--- src/rtl/logos_pkg.sv ---
// Shared definitions for the logos NTT command dispatcher: opcodes, command
// field positions and the issue-decision encoding.
package logos_pkg;

  localparam logic [7:0] OP_NOP  = 8'h00;
  localparam logic [7:0] OP_EXEC = 8'h01;
  localparam logic [7:0] OP_SYNC = 8'h02;
  localparam logic [7:0] OP_HALT = 8'hFF;

  localparam int OP_LSB   = 56;
  localparam int TGT_LSB  = 52;
  localparam int MASK_LSB = 40;

  localparam logic [3:0] ANY_CORE = 4'hF;

  typedef enum logic [2:0] {
    ACT_HOLD,
    ACT_POP,
    ACT_ISSUE,
    ACT_BAD,
    ACT_HALT
  } action_e;

endpackage

--- src/rtl/logos_cmd_fifo.sv ---
// Command FIFO with a combinational head; a push into a full FIFO is accepted
// when the head is popped in the same cycle. Flush empties it.
module logos_cmd_fifo #(
  parameter int DEPTH = 8,
  parameter int W     = 64
) (
  input  logic         clk,
  input  logic         rst_n,
  input  logic         push,
  input  logic         pop,
  input  logic         flush,
  input  logic [W-1:0] din,
  output logic [W-1:0] dout,
  output logic         full,
  output logic         empty
);

  localparam int AW = $clog2(DEPTH);

  logic [W-1:0] mem [DEPTH];
  logic [AW:0]  wr_ptr_q, wr_ptr_d;
  logic [AW:0]  rd_ptr_q, rd_ptr_d;
  logic         do_push, do_pop;

  // Pointers carry one wrap bit so full and empty are distinguishable.
  assign empty   = (wr_ptr_q == rd_ptr_q);
  assign full    = (wr_ptr_q[AW] != rd_ptr_q[AW]) &&
                   (wr_ptr_q[AW-1:0] == rd_ptr_q[AW-1:0]);
  assign do_pop  = pop && !empty;
  assign do_push = push && (!full || do_pop);
  assign dout    = mem[rd_ptr_q[AW-1:0]];

  always_comb begin
    wr_ptr_d = wr_ptr_q;
    rd_ptr_d = rd_ptr_q;
    if (flush) begin
      wr_ptr_d = '0;
      rd_ptr_d = '0;
    end else begin
      if (do_push) wr_ptr_d = wr_ptr_q + (AW+1)'(1);
      if (do_pop)  rd_ptr_d = rd_ptr_q + (AW+1)'(1);
    end
  end

  always_ff @(posedge clk or negedge rst_n) begin
    if (!rst_n) begin
      wr_ptr_q <= '0;
      rd_ptr_q <= '0;
    end else begin
      wr_ptr_q <= wr_ptr_d;
      rd_ptr_q <= rd_ptr_d;
    end
  end

  always_ff @(posedge clk) begin
    if (do_push && !flush) mem[wr_ptr_q[AW-1:0]] <= din;
  end

endmodule

--- src/rtl/logos_dispatch.sv ---
// N-core NTT command dispatcher: in-order issue from a command FIFO with
// per-core busy/bank-mask hazard tracking, SYNC/HALT handling and perf counters.
module logos_dispatch
  import logos_pkg::*;
#(
  parameter int NUM_CORES  = 2,
  parameter int NUM_BANKS  = 4,
  parameter int FIFO_DEPTH = 8,
  parameter int CNT_W      = 64
) (
  input  logic                       clk,
  input  logic                       rst_n,
  input  logic                       cmd_valid,
  input  logic [63:0]                cmd_data,
  output logic                       cmd_ready,
  output logic [NUM_CORES-1:0]       core_start,
  output logic [63:0]                core_cmd,
  input  logic [NUM_CORES-1:0]       core_done,
  output logic                       halted,
  output logic                       idle,
  output logic                       err_bad_target,
  output logic [NUM_CORES*CNT_W-1:0] perf_ops,
  output logic [CNT_W-1:0]           perf_stall
);

  logic                 fifo_full, fifo_empty, fifo_push, fifo_pop, fifo_flush;
  logic [63:0]          head;
  logic [7:0]           head_op;
  logic [3:0]           head_tgt;
  logic [NUM_BANKS-1:0] head_mask;

  logic [NUM_CORES-1:0] busy_q, busy_d, start_q, start_d;
  logic [NUM_BANKS-1:0] mask_q [NUM_CORES];
  logic [NUM_BANKS-1:0] mask_d [NUM_CORES];
  logic [CNT_W-1:0]     ops_q  [NUM_CORES];
  logic [CNT_W-1:0]     ops_d  [NUM_CORES];
  logic [CNT_W-1:0]     stall_q, stall_d;
  logic [63:0]          cmd_q, cmd_d;
  logic                 halt_seen_q, halt_seen_d;
  logic                 halted_q, halted_d;
  logic                 err_q, err_d;

  logic [NUM_BANKS-1:0] busy_banks;
  logic [NUM_CORES-1:0] tgt_oh, idle_oh, cand;
  logic                 idle_found;
  action_e              act;

  assign fifo_push = cmd_valid && cmd_ready;
  assign head_op   = head[OP_LSB +: 8];
  assign head_tgt  = head[TGT_LSB +: 4];
  assign head_mask = head[MASK_LSB +: NUM_BANKS];

  logos_cmd_fifo #(
    .DEPTH (FIFO_DEPTH),
    .W     (64)
  ) u_fifo (
    .clk   (clk),
    .rst_n (rst_n),
    .push  (fifo_push),
    .pop   (fifo_pop),
    .flush (fifo_flush),
    .din   (cmd_data),
    .dout  (head),
    .full  (fifo_full),
    .empty (fifo_empty)
  );

  // Issue decision on the FIFO head against the registered busy/mask table.
  always_comb begin
    busy_banks = '0;
    idle_oh    = '0;
    tgt_oh     = '0;
    idle_found = 1'b0;
    for (int i = 0; i < NUM_CORES; i++) begin
      if (busy_q[i]) busy_banks = busy_banks | mask_q[i];
      if (!busy_q[i] && !idle_found) begin
        idle_oh[i] = 1'b1;
        idle_found = 1'b1;
      end
      if (head_tgt == 4'(i)) tgt_oh[i] = 1'b1;
    end
    cand = (head_tgt == ANY_CORE) ? idle_oh : tgt_oh;

    act = ACT_HOLD;
    if (!fifo_empty) begin
      case (head_op)
        OP_EXEC: begin
          if (head_tgt != ANY_CORE && tgt_oh == '0) act = ACT_BAD;
          else if ((cand & ~busy_q) != '0 && (head_mask & busy_banks) == '0)
            act = ACT_ISSUE;
        end
        OP_SYNC: if (busy_q == '0) act = ACT_POP;
        OP_HALT: if (busy_q == '0) act = ACT_HALT;
        OP_NOP:  act = ACT_POP;
        default: act = ACT_POP;
      endcase
    end
  end

  always_comb begin
    fifo_pop    = (act != ACT_HOLD);
    fifo_flush  = (act == ACT_HALT);
    start_d     = (act == ACT_ISSUE) ? cand : '0;
    cmd_d       = (act == ACT_ISSUE) ? head : cmd_q;
    stall_d     = (!fifo_empty && act == ACT_HOLD) ? stall_q + CNT_W'(1) : stall_q;
    halt_seen_d = halt_seen_q || (fifo_push && cmd_data[OP_LSB +: 8] == OP_HALT);
    halted_d    = halted_q || (act == ACT_HALT);
    err_d       = err_q || (act == ACT_BAD);
    busy_d      = busy_q;
    for (int i = 0; i < NUM_CORES; i++) begin
      mask_d[i] = mask_q[i];
      ops_d[i]  = ops_q[i];
      if (start_d[i]) begin
        busy_d[i] = 1'b1;
        mask_d[i] = head_mask;
        ops_d[i]  = ops_q[i] + CNT_W'(1);
      end else if (core_done[i]) begin
        busy_d[i] = 1'b0;
      end
    end
  end

  always_ff @(posedge clk or negedge rst_n) begin
    if (!rst_n) begin
      busy_q      <= '0;
      start_q     <= '0;
      cmd_q       <= '0;
      stall_q     <= '0;
      halt_seen_q <= 1'b0;
      halted_q    <= 1'b0;
      err_q       <= 1'b0;
      for (int i = 0; i < NUM_CORES; i++) begin
        mask_q[i] <= '0;
        ops_q[i]  <= '0;
      end
    end else begin
      busy_q      <= busy_d;
      start_q     <= start_d;
      cmd_q       <= cmd_d;
      stall_q     <= stall_d;
      halt_seen_q <= halt_seen_d;
      halted_q    <= halted_d;
      err_q       <= err_d;
      for (int i = 0; i < NUM_CORES; i++) begin
        mask_q[i] <= mask_d[i];
        ops_q[i]  <= ops_d[i];
      end
    end
  end

  assign cmd_ready      = !fifo_full && !halt_seen_q;
  assign core_start     = start_q;
  assign core_cmd       = cmd_q;
  assign halted         = halted_q;
  assign idle           = fifo_empty && (busy_q == '0);
  assign err_bad_target = err_q;
  assign perf_stall     = stall_q;

  for (genvar gi = 0; gi < NUM_CORES; gi++) begin : g_perf
    assign perf_ops[gi*CNT_W +: CNT_W] = ops_q[gi];
  end

endmodule
--- config.mk ---
export PLATFORM = sky130hd
export DESIGN_NAME = logos_dispatch
export DESIGN_NICKNAME = d
export VERILOG_FILES = /design/src/rtl/logos_pkg.sv /design/src/rtl/logos_cmd_fifo.sv /design/src/rtl/logos_dispatch.sv
export SDC_FILE = /design/constraint.sdc
export NUM_CORES = 1
export LEC_CHECK = 0
export ABC_AREA = 1
export CAP_MARGIN = 25
export CORE_MARGIN = 1
export CORE_UTILIZATION = 40
export DETAILED_ROUTE_END_ITERATION = 8
export GPL_ROUTABILITY_DRIVEN = 0
export GPL_TIMING_DRIVEN = 0
export PLACE_DENSITY_LB_ADDON = 0.05
export SLEW_MARGIN = 20
export SYNTH_ARGS = -nofsm -noshare
export SYNTH_HDL_FRONTEND = slang
export SYNTH_HIERARCHICAL = 1
export SYNTH_SLANG_ARGS = --single-unit
--- constraint.sdc ---
create_clock -name clk -period 18.8 [get_ports clk]
set_clock_uncertainty 0.15 [all_clocks]
set_input_delay 3.76 -clock clk [delete_from_list [all_inputs] [get_ports clk]]
set_output_delay 3.76 -clock clk [all_outputs]
set_load 0.005 [all_outputs]
==> results of run 1 <==
-- layout make-up --
cell class | instances | share of cell area, %
buffer | 162 | 1.682
clock buffer | 126 | 5.651
clock inverter | 36 | 0.9952
inverter | 189 | 1.569
multi-input combinational | 2928 | 28.82
sequential | 791 | 49.26
tap | 1176 | 3.242
timing repair buffer | 358 | 8.788
-- power breakdown --
group / leakage, nW / switching (W) / internal, W
Combinational: 7.57 / 0.00124 / 0.000521
Sequential: 8.52 / 0.0000733 / 0.00207
Clock: 1.49 / 0.000721 / 0.00106
Total: 17.6 / 0.00203 / 0.00365
-- kinds of logic (layout without fill, tap and decap cells) --
logic type | Yosys count | after routing | synth area share (%)
xor+xnor | 98 | 98 | 2.329
compound gates | 451 | 451 | 6.621
flops | 791 | 791 | 60.67
fa+ha+maj | 5 | 5 | 0.1698
buf+inv | 351 | 871 | 4.003
simple gates | 2374 | 2374 | 26.21
-- metrics by stage --
stage	utilization, %	hold WS (ns)	std cells	total power [W]
final	50.04	0.3260	5766	0.005686
after floorplan	-	0.2993	4070	0.003206
after CTS	50.04	0.3309	5766	0.005748
after global routing	50.04	0.3420	5766	0.005976
after detailed placement	46.72	0.3139	5604	0.003951
after global placement	45.89	0.3108	5576	0.003907
-- layer usage --
layer | global-route usage [%] | part of all wire [%]
met5 | 0 | 0.082
met1 | 33.06 | 44
met4 | 7.993 | 2.8
met3 | 4.077 | 5.8
met2 | 41.42 | 48
-- worst paths after layout --
path	startpoint	end	slack (ns)
max	u_fifo/rd_ptr_q[0]	idle	10.84
min	core_cmd[47]	core_cmd[47]	0.33
max reg2reg	u_fifo/rd_ptr_q[1]	u_fifo/mem[3][27]	12.56
min reg2reg	core_cmd[47]	core_cmd[47]	0.33
max in group asynchronous	rst_n	core_cmd[33]	14.41
min in group asynchronous	rst_n	perf_stall[33]	2.90
-- sequential cells by signal, indices dropped and copies added (netlist names), 2 cells and up --
register and flops:
core_cmd 64, mask_q 8, perf_ops 128, u_fifo/rd_ptr_q 4, u_fifo/wr_ptr_q 4, busy_q 2
core_start 2, u_fifo/mem 512, perf_stall 64
-- cells in the mapped netlist --
| cell type | n | share of area (%) |
|---|---|---|
| nand2_1 | 1341 | 14 |
| nor2_1 | 714 | 7.3 |
| edfxtp_1 | 512 | 42 |
| dfrtp_1 | 279 | 19 |
| o21ai_0 | 267 | 3.6 |
| inv_1 | 177 | 1.8 |
| nand3_1 | 146 | 2.0 |
| o22ai_1 | 128 | 2.2 |
| nand4_1 | 97 | 1.6 |
| clkbuf_1 | 71 | 0.72 |
| buf_2 | 64 | 0.87 |
| xnor2_1 | 54 | 1.3 |
| xor2_1 | 44 | 1.0 |
| o21ai_1 | 43 | 0.58 |
| nand3b_1 | 24 | 0.49 |
| buf_1 | 12 | 0.12 |
| nor2_2 | 11 | 0.19 |
| buf_4 | 10 | 0.20 |
| inv_2 | 9 | 0.092 |
| nand2_2 | 8 | 0.14 |
| nor3_1 | 8 | 0.11 |
| nand3_2 | 6 | 0.16 |
| a21oi_1 | 5 | 0.068 |
| buf_6 | 5 | 0.15 |
| ha_1 | 5 | 0.17 |
| nor2_4 | 5 | 0.15 |
| o21bai_1 | 5 | 0.10 |
| or2_2 | 4 | 0.068 |
| nor3b_1 | 3 | 0.061 |
| clkinv_1 | 2 | 0.020 |
| o21ai_2 | 2 | 0.048 |
| a21o_1 | 1 | 0.020 |
| inv_4 | 1 | 0.017 |
| nand2_8 | 1 | 0.054 |
| nand3_4 | 1 | 0.048 |
| nand4_2 | 1 | 0.034 |
| nand4_4 | 1 | 0.058 |
| nor2_8 | 1 | 0.054 |
| nor4_1 | 1 | 0.017 |
| or3_1 | 1 | 0.017 |
-- critical path, delay by kind of cell (launching register included) --
kind                   cells  cell delay (ns)
buffers and inverters      7             2.03
flip-flops                 1             0.76
AND/OR/NAND/NOR            5             0.57
==> flow_summary.json, run 1 <==
{
  "route.detailed.drc": 0,
  "mostFrequentLayoutCells": "nand2_1 (1341), nor2_1 (706), edfxtp_1 (512)",
  "pin_count": 331,
  "cp_data_required_time_ns": 14.89,
  "die_width_um": 305.5,
  "yosysSeqAreaShare_pct": 60.67,
  "ff_latch_area_sq_um": 22360,
  "h-tree-depth": 3,
  "rsz0062_at_grt": "false",
  "status": "complete, no violations",
  "layout_worst_path_cycle_share_pct": 42.36,
  "power.leakage_nw": 17.58,
  "post-route-min-period_ns": 7.963,
  "start_util_pct": 40.63,
  "post_cts_resized": 0,
  "drv_cap": 0,
  "ir_drop_v": 0.00008012,
  "grt_start_max_net_pins": 85,
  "startpoint_type": "flop",
  "path_clk_slew_ns": 0.06,
  "multiInputGateArea_sq_um": 13080,
  "worst_pin_slew_ns": 0.9925,
  "end_kind": "output port",
  "slowest_delay_ns": 0.76,
  "max_clock_freq_mhz": 125.6,
  "portBuffers": 330,
  "synth.cell_area_sq_um": 36850,
  "holdPathStages": 2,
  "syn_to_final_growth_pct": 23.17,
  "syn-num-nets": 4144,
  "numCtsBuffers": 88,
  "fin_setup_tns_ns": 0,
  "hold_class": "flop to flop",
  "synth_cells": 4070,
  "criticalPathCategory": "flop to output port",
  "detail-route-antenna-nets": 0,
  "relSlewSlack_pct": 33.83,
  "grt_antenna_before_repair": 10,
  "design_area_sq_um": 45390,
  "cts.sinks": 791,
  "layout-drive-gt1-share_pct": 6.710,
  "final_nets": 4592,
  "r2r.worst_path.cells": 25,
  "drt_iter0_markers": 2215,
  "dp_hpwl_um": 84300,
  "postCtsSetupBuffers": 0,
  "routed_wl_um": 116500,
  "first_pass_iters": 6,
  "core_sq_um": 90700,
  "grt_overflow_total": 0,
  "place_ws_ns": 11.40,
  "dpl-instance-area_sq_um": 42370,
  "root_buffer": "clkbuf_16",
  "synth_cell_types": 40,
  "fp-row-count": 110,
  "grt_pass1_wl_um": 176300,
  "routed_via_density": 5.164,
  "fillers": 8578,
  "avgSynthCellArea_sq_um": 9.054,
  "hold_violations": 0,
  "slew_violations": 0,
  "grt.total_usage_pct": 24.87,
  "cp_max_fo": 10,
  "die-height_um": 305.5,
  "num_vias": 29780,
  "cts_hold_buf": 0,
  "die-area_sq_um": 93340,
  "worstPathArrival_ns": 4.05,
  "setup_violations": 0,
  "synth-seq-cells": 791,
  "p_per_area_nw_per_um2": 125.3,
  "grt_pass1_vias": 28730,
  "clk_latency_ns": 0.66,
  "setup_ws_ns": 10.84,
  "diodes": 0,
  "post_drt_wl_per_cell_um": 20.20,
  "cts_tree": "yes",
  "path_common_cell": "nand2_2",
  "clockBufferDepth": 3,
  "yosysWarnings": 6,
  "worstPathCellList": "buf_6 -> inv_4 -> nand2_2 -> nand2_2 -> nor2_4 -> nand3_2 -> inv_1 -> clkinv_1 -> clkbuf_1 -> buf_1 -> nor2_1 -> clkdlybuf4s50_1",
  "final_common_cell": "nand2_1",
  "cp_slowest_cell": "dfrtp_1"
}
(Power assumes the default switching activity.)
==> inputs of run 2 (changes only) <==
Clock period 18.8 ns to 6.4 ns, I/O delays scaled along.
==> run 2 against run 1 <==
Against the previous run:
- highest routed layer unchanged
- global-route usage unchanged
- power increased to 2.9 times the previous value
- critical path depth increased by 12
- routed wire length about the same
- hold slack about the same
- via count about the same
- utilization about the same
- flip-flop and latch count unchanged
- cell area about the same
- count of clock-buffer cells in the layout unchanged
- clock power increased to 2.9 times the previous value
- non-clock buffer count increased by 5
==> flow_summary.json, run 2 (same netlist as run 1, synthesis figures left out) <==
{
  "cp_slowest_cell": "nor2_4",
  "cp_max_fo": 20,
  "power.leakage_nw": 17.61,
  "drt_iter0_markers": 2279,
  "portBuffers": 330,
  "mostFrequentLayoutCells": "nand2_1 (1341), nor2_1 (706), edfxtp_1 (512)",
  "post-route-min-period_ns": 5.950,
  "startpoint_type": "flop",
  "route.detailed.drc": 0,
  "worstPathCellList": "inv_1 -> clkbuf_1 -> clkbuf_1 -> o21ai_0 -> o22ai_1 -> nand2_1 -> nand2_1 -> nand2_1 -> inv_1 -> nand2_1 -> nand2_1 -> nand2_1 -> nand2_2 -> nand2_2 -> inv_2 -> nor2_2 -> buf_2 -> inv_1 -> inv_1 -> nand4_4 -> nand3_2 -> nor2_4 -> buf_16 -> buf_12",
  "timing.rr.start": "u_fifo/rd_ptr_q[1]",
  "path_common_cell": "nand2_1",
  "postCtsSetupBuffers": 0,
  "final_nets": 4597,
  "worst_pin_slew_ns": 0.9642,
  "slew_violations": 0,
  "power_frac_comb_pct": 31.0,
  "relSlewSlack_pct": 35.72,
  "clk_latency_ns": 0.66,
  "hold_class": "flop to flop",
  "max_clock_freq_mhz": 168.1,
  "grt_antenna_before_repair": 10,
  "path_clk_slew_ns": 0.06,
  "cp_data_required_time_ns": 6.61,
  "first_pass_iters": 7,
  "dp_hpwl_um": 84300,
  "criticalPathCategory": "flop to flop",
  "largest_reg_flops": 512,
  "grt_overflow_total": 0,
  "cts_tree": "yes",
  "grt_pass1_vias": 28730,
  "holdPathStages": 2,
  "dpl.cell_count": 5604,
  "root_buffer": "clkbuf_16",
  "die-area_sq_um": 93340,
  "cts_hold_buf": 0,
  "core_sq_um": 90700,
  "use_met1_pct": 33.06,
  "p_per_area_nw_per_um2": 368.0,
  "routed_wl_um": 116500,
  "crit_start": "u_fifo/rd_ptr_q[1]",
  "min_from": "core_cmd[47]",
  "rsz0062_at_grt": "false",
  "hold_violations": 0,
  "status": "complete, no violations",
  "r2r.worst_path.cells": 24,
  "setup_violations": 0,
  "post_cts_resized": 0,
  "switching_share_pct": 35.78,
  "slowest_delay_ns": 0.64,
  "cts.sinks": 791,
  "worstPathArrival_ns": 6.16,
  "utilization_pct": 50.08,
  "start_util_pct": 40.63,
  "detail-route-antenna-nets": 0,
  "fp-row-count": 110,
  "top_usage_layer": "met2",
  "internal_power_w": 0.01074,
  "net-switching-power_w": 0.005980,
  "h-tree-depth": 3,
  "ir_drop_v": 0.0002345,
  "grt_pass1_wl_um": 176300,
  "layout-drive-gt1-share_pct": 6.812,
  "pin_count": 331,
  "die-height_um": 305.5,
  "post_drt_wl_per_cell_um": 20.18,
  "drv_cap": 0,
  "layout.cells.non_filler": 5771,
  "numCtsBuffers": 88,
  "use_met2_pct": 41.42,
  "diodes": 0,
  "grt_start_max_net_pins": 85,
  "use_met3_pct": 4.077,
  "num_vias": 29760,
  "grt.total_usage_pct": 24.87,
  "power_frac_clock_pct": 31.4,
  "sequentialPowerShare_pct": 37.7,
  "final_common_cell": "nand2_1",
  "end_kind": "flop",
  "die_width_um": 305.5,
  "clockBufferDepth": 3,
  "layout_worst_path_cycle_share_pct": 92.98,
  "routed_via_density": 5.157,
  "syn_to_final_growth_pct": 23.27
}
-- run 2: cell count changes in the layout (fill, tap and decap cells not counted) --
cell,delta
buf_4,+5
-- run 2: layer usage --
metal,up-vias,share of wire [%]
li1,14490,-
met1,14140,44
met2,918,48
met3,192,5.9
met4,16,2.8
met5,-,0.082
-- run 2: worst paths after layout --
kind                       slack (ns)                 to
max in group asynchronous        4.48       core_cmd[40]
setup / recovery                 0.45  u_fifo/mem[1][25]
hold / removal                   0.33       core_cmd[47]
hold reg to reg                  0.33       core_cmd[47]
setup reg to reg                 0.45  u_fifo/mem[1][25]
min in group asynchronous        0.43     perf_stall[33]
-- run 2: area by class of cell --
cell class	instances	area, sq um
clock inverter	36	451.7
sequential	791	22360
multi-input combinational	2928	13080
timing repair buffer	363	4026
clock buffer	126	2565
buffer	162	763.2
fill	8575	45270
tap	1176	1471
inverter	189	711.9
-- run 2: power by group through the flow --
stage | logic (W) | registers, W | clock network (W)
2_1_floorplan | 0.00304 | 0.00638 | 0
3_3_place_gp | 0.00498 | 0.00650 | 0
3_5_place_dp | 0.00521 | 0.00640 | 0
4_1_cts | 0.00523 | 0.00630 | 0.00536
5_1_grt | 0.00569 | 0.00634 | 0.00553
6_report | 0.00518 | 0.00630 | 0.00524
-- run 2: stage by stage --
| stage | hold WS, ns | setup WS, ns | cell area (sq um) | total power [W] | setup TNS (ns) |
|---|---|---|---|---|---|
| after floorplan | 0.2993 | 0.3199 | 36850 | 0.009417 | 0 |
| after global placement | 0.3108 | -9.545 | 41620 | 0.01148 | -4608.69 |
| after detailed placement | 0.3139 | 0.06115 | 42370 | 0.01161 | 0 |
| after CTS | 0.3309 | 0.03693 | 45390 | 0.01689 | 0 |
| after global routing | 0.3420 | 0.02015 | 45420 | 0.01756 | 0 |
| final | 0.3260 | 0.4496 | 45420 | 0.01672 | 0 |
-- run 2: critical path: cells and delay by family (launching register included) --
| kind | cells | cell delay [ns] |
|---|---|---|
| buf+inv | 10 | 2.57 |
| simple gates | 12 | 2.07 |
| flops | 1 | 0.49 |
| compound gates | 2 | 0.33 |
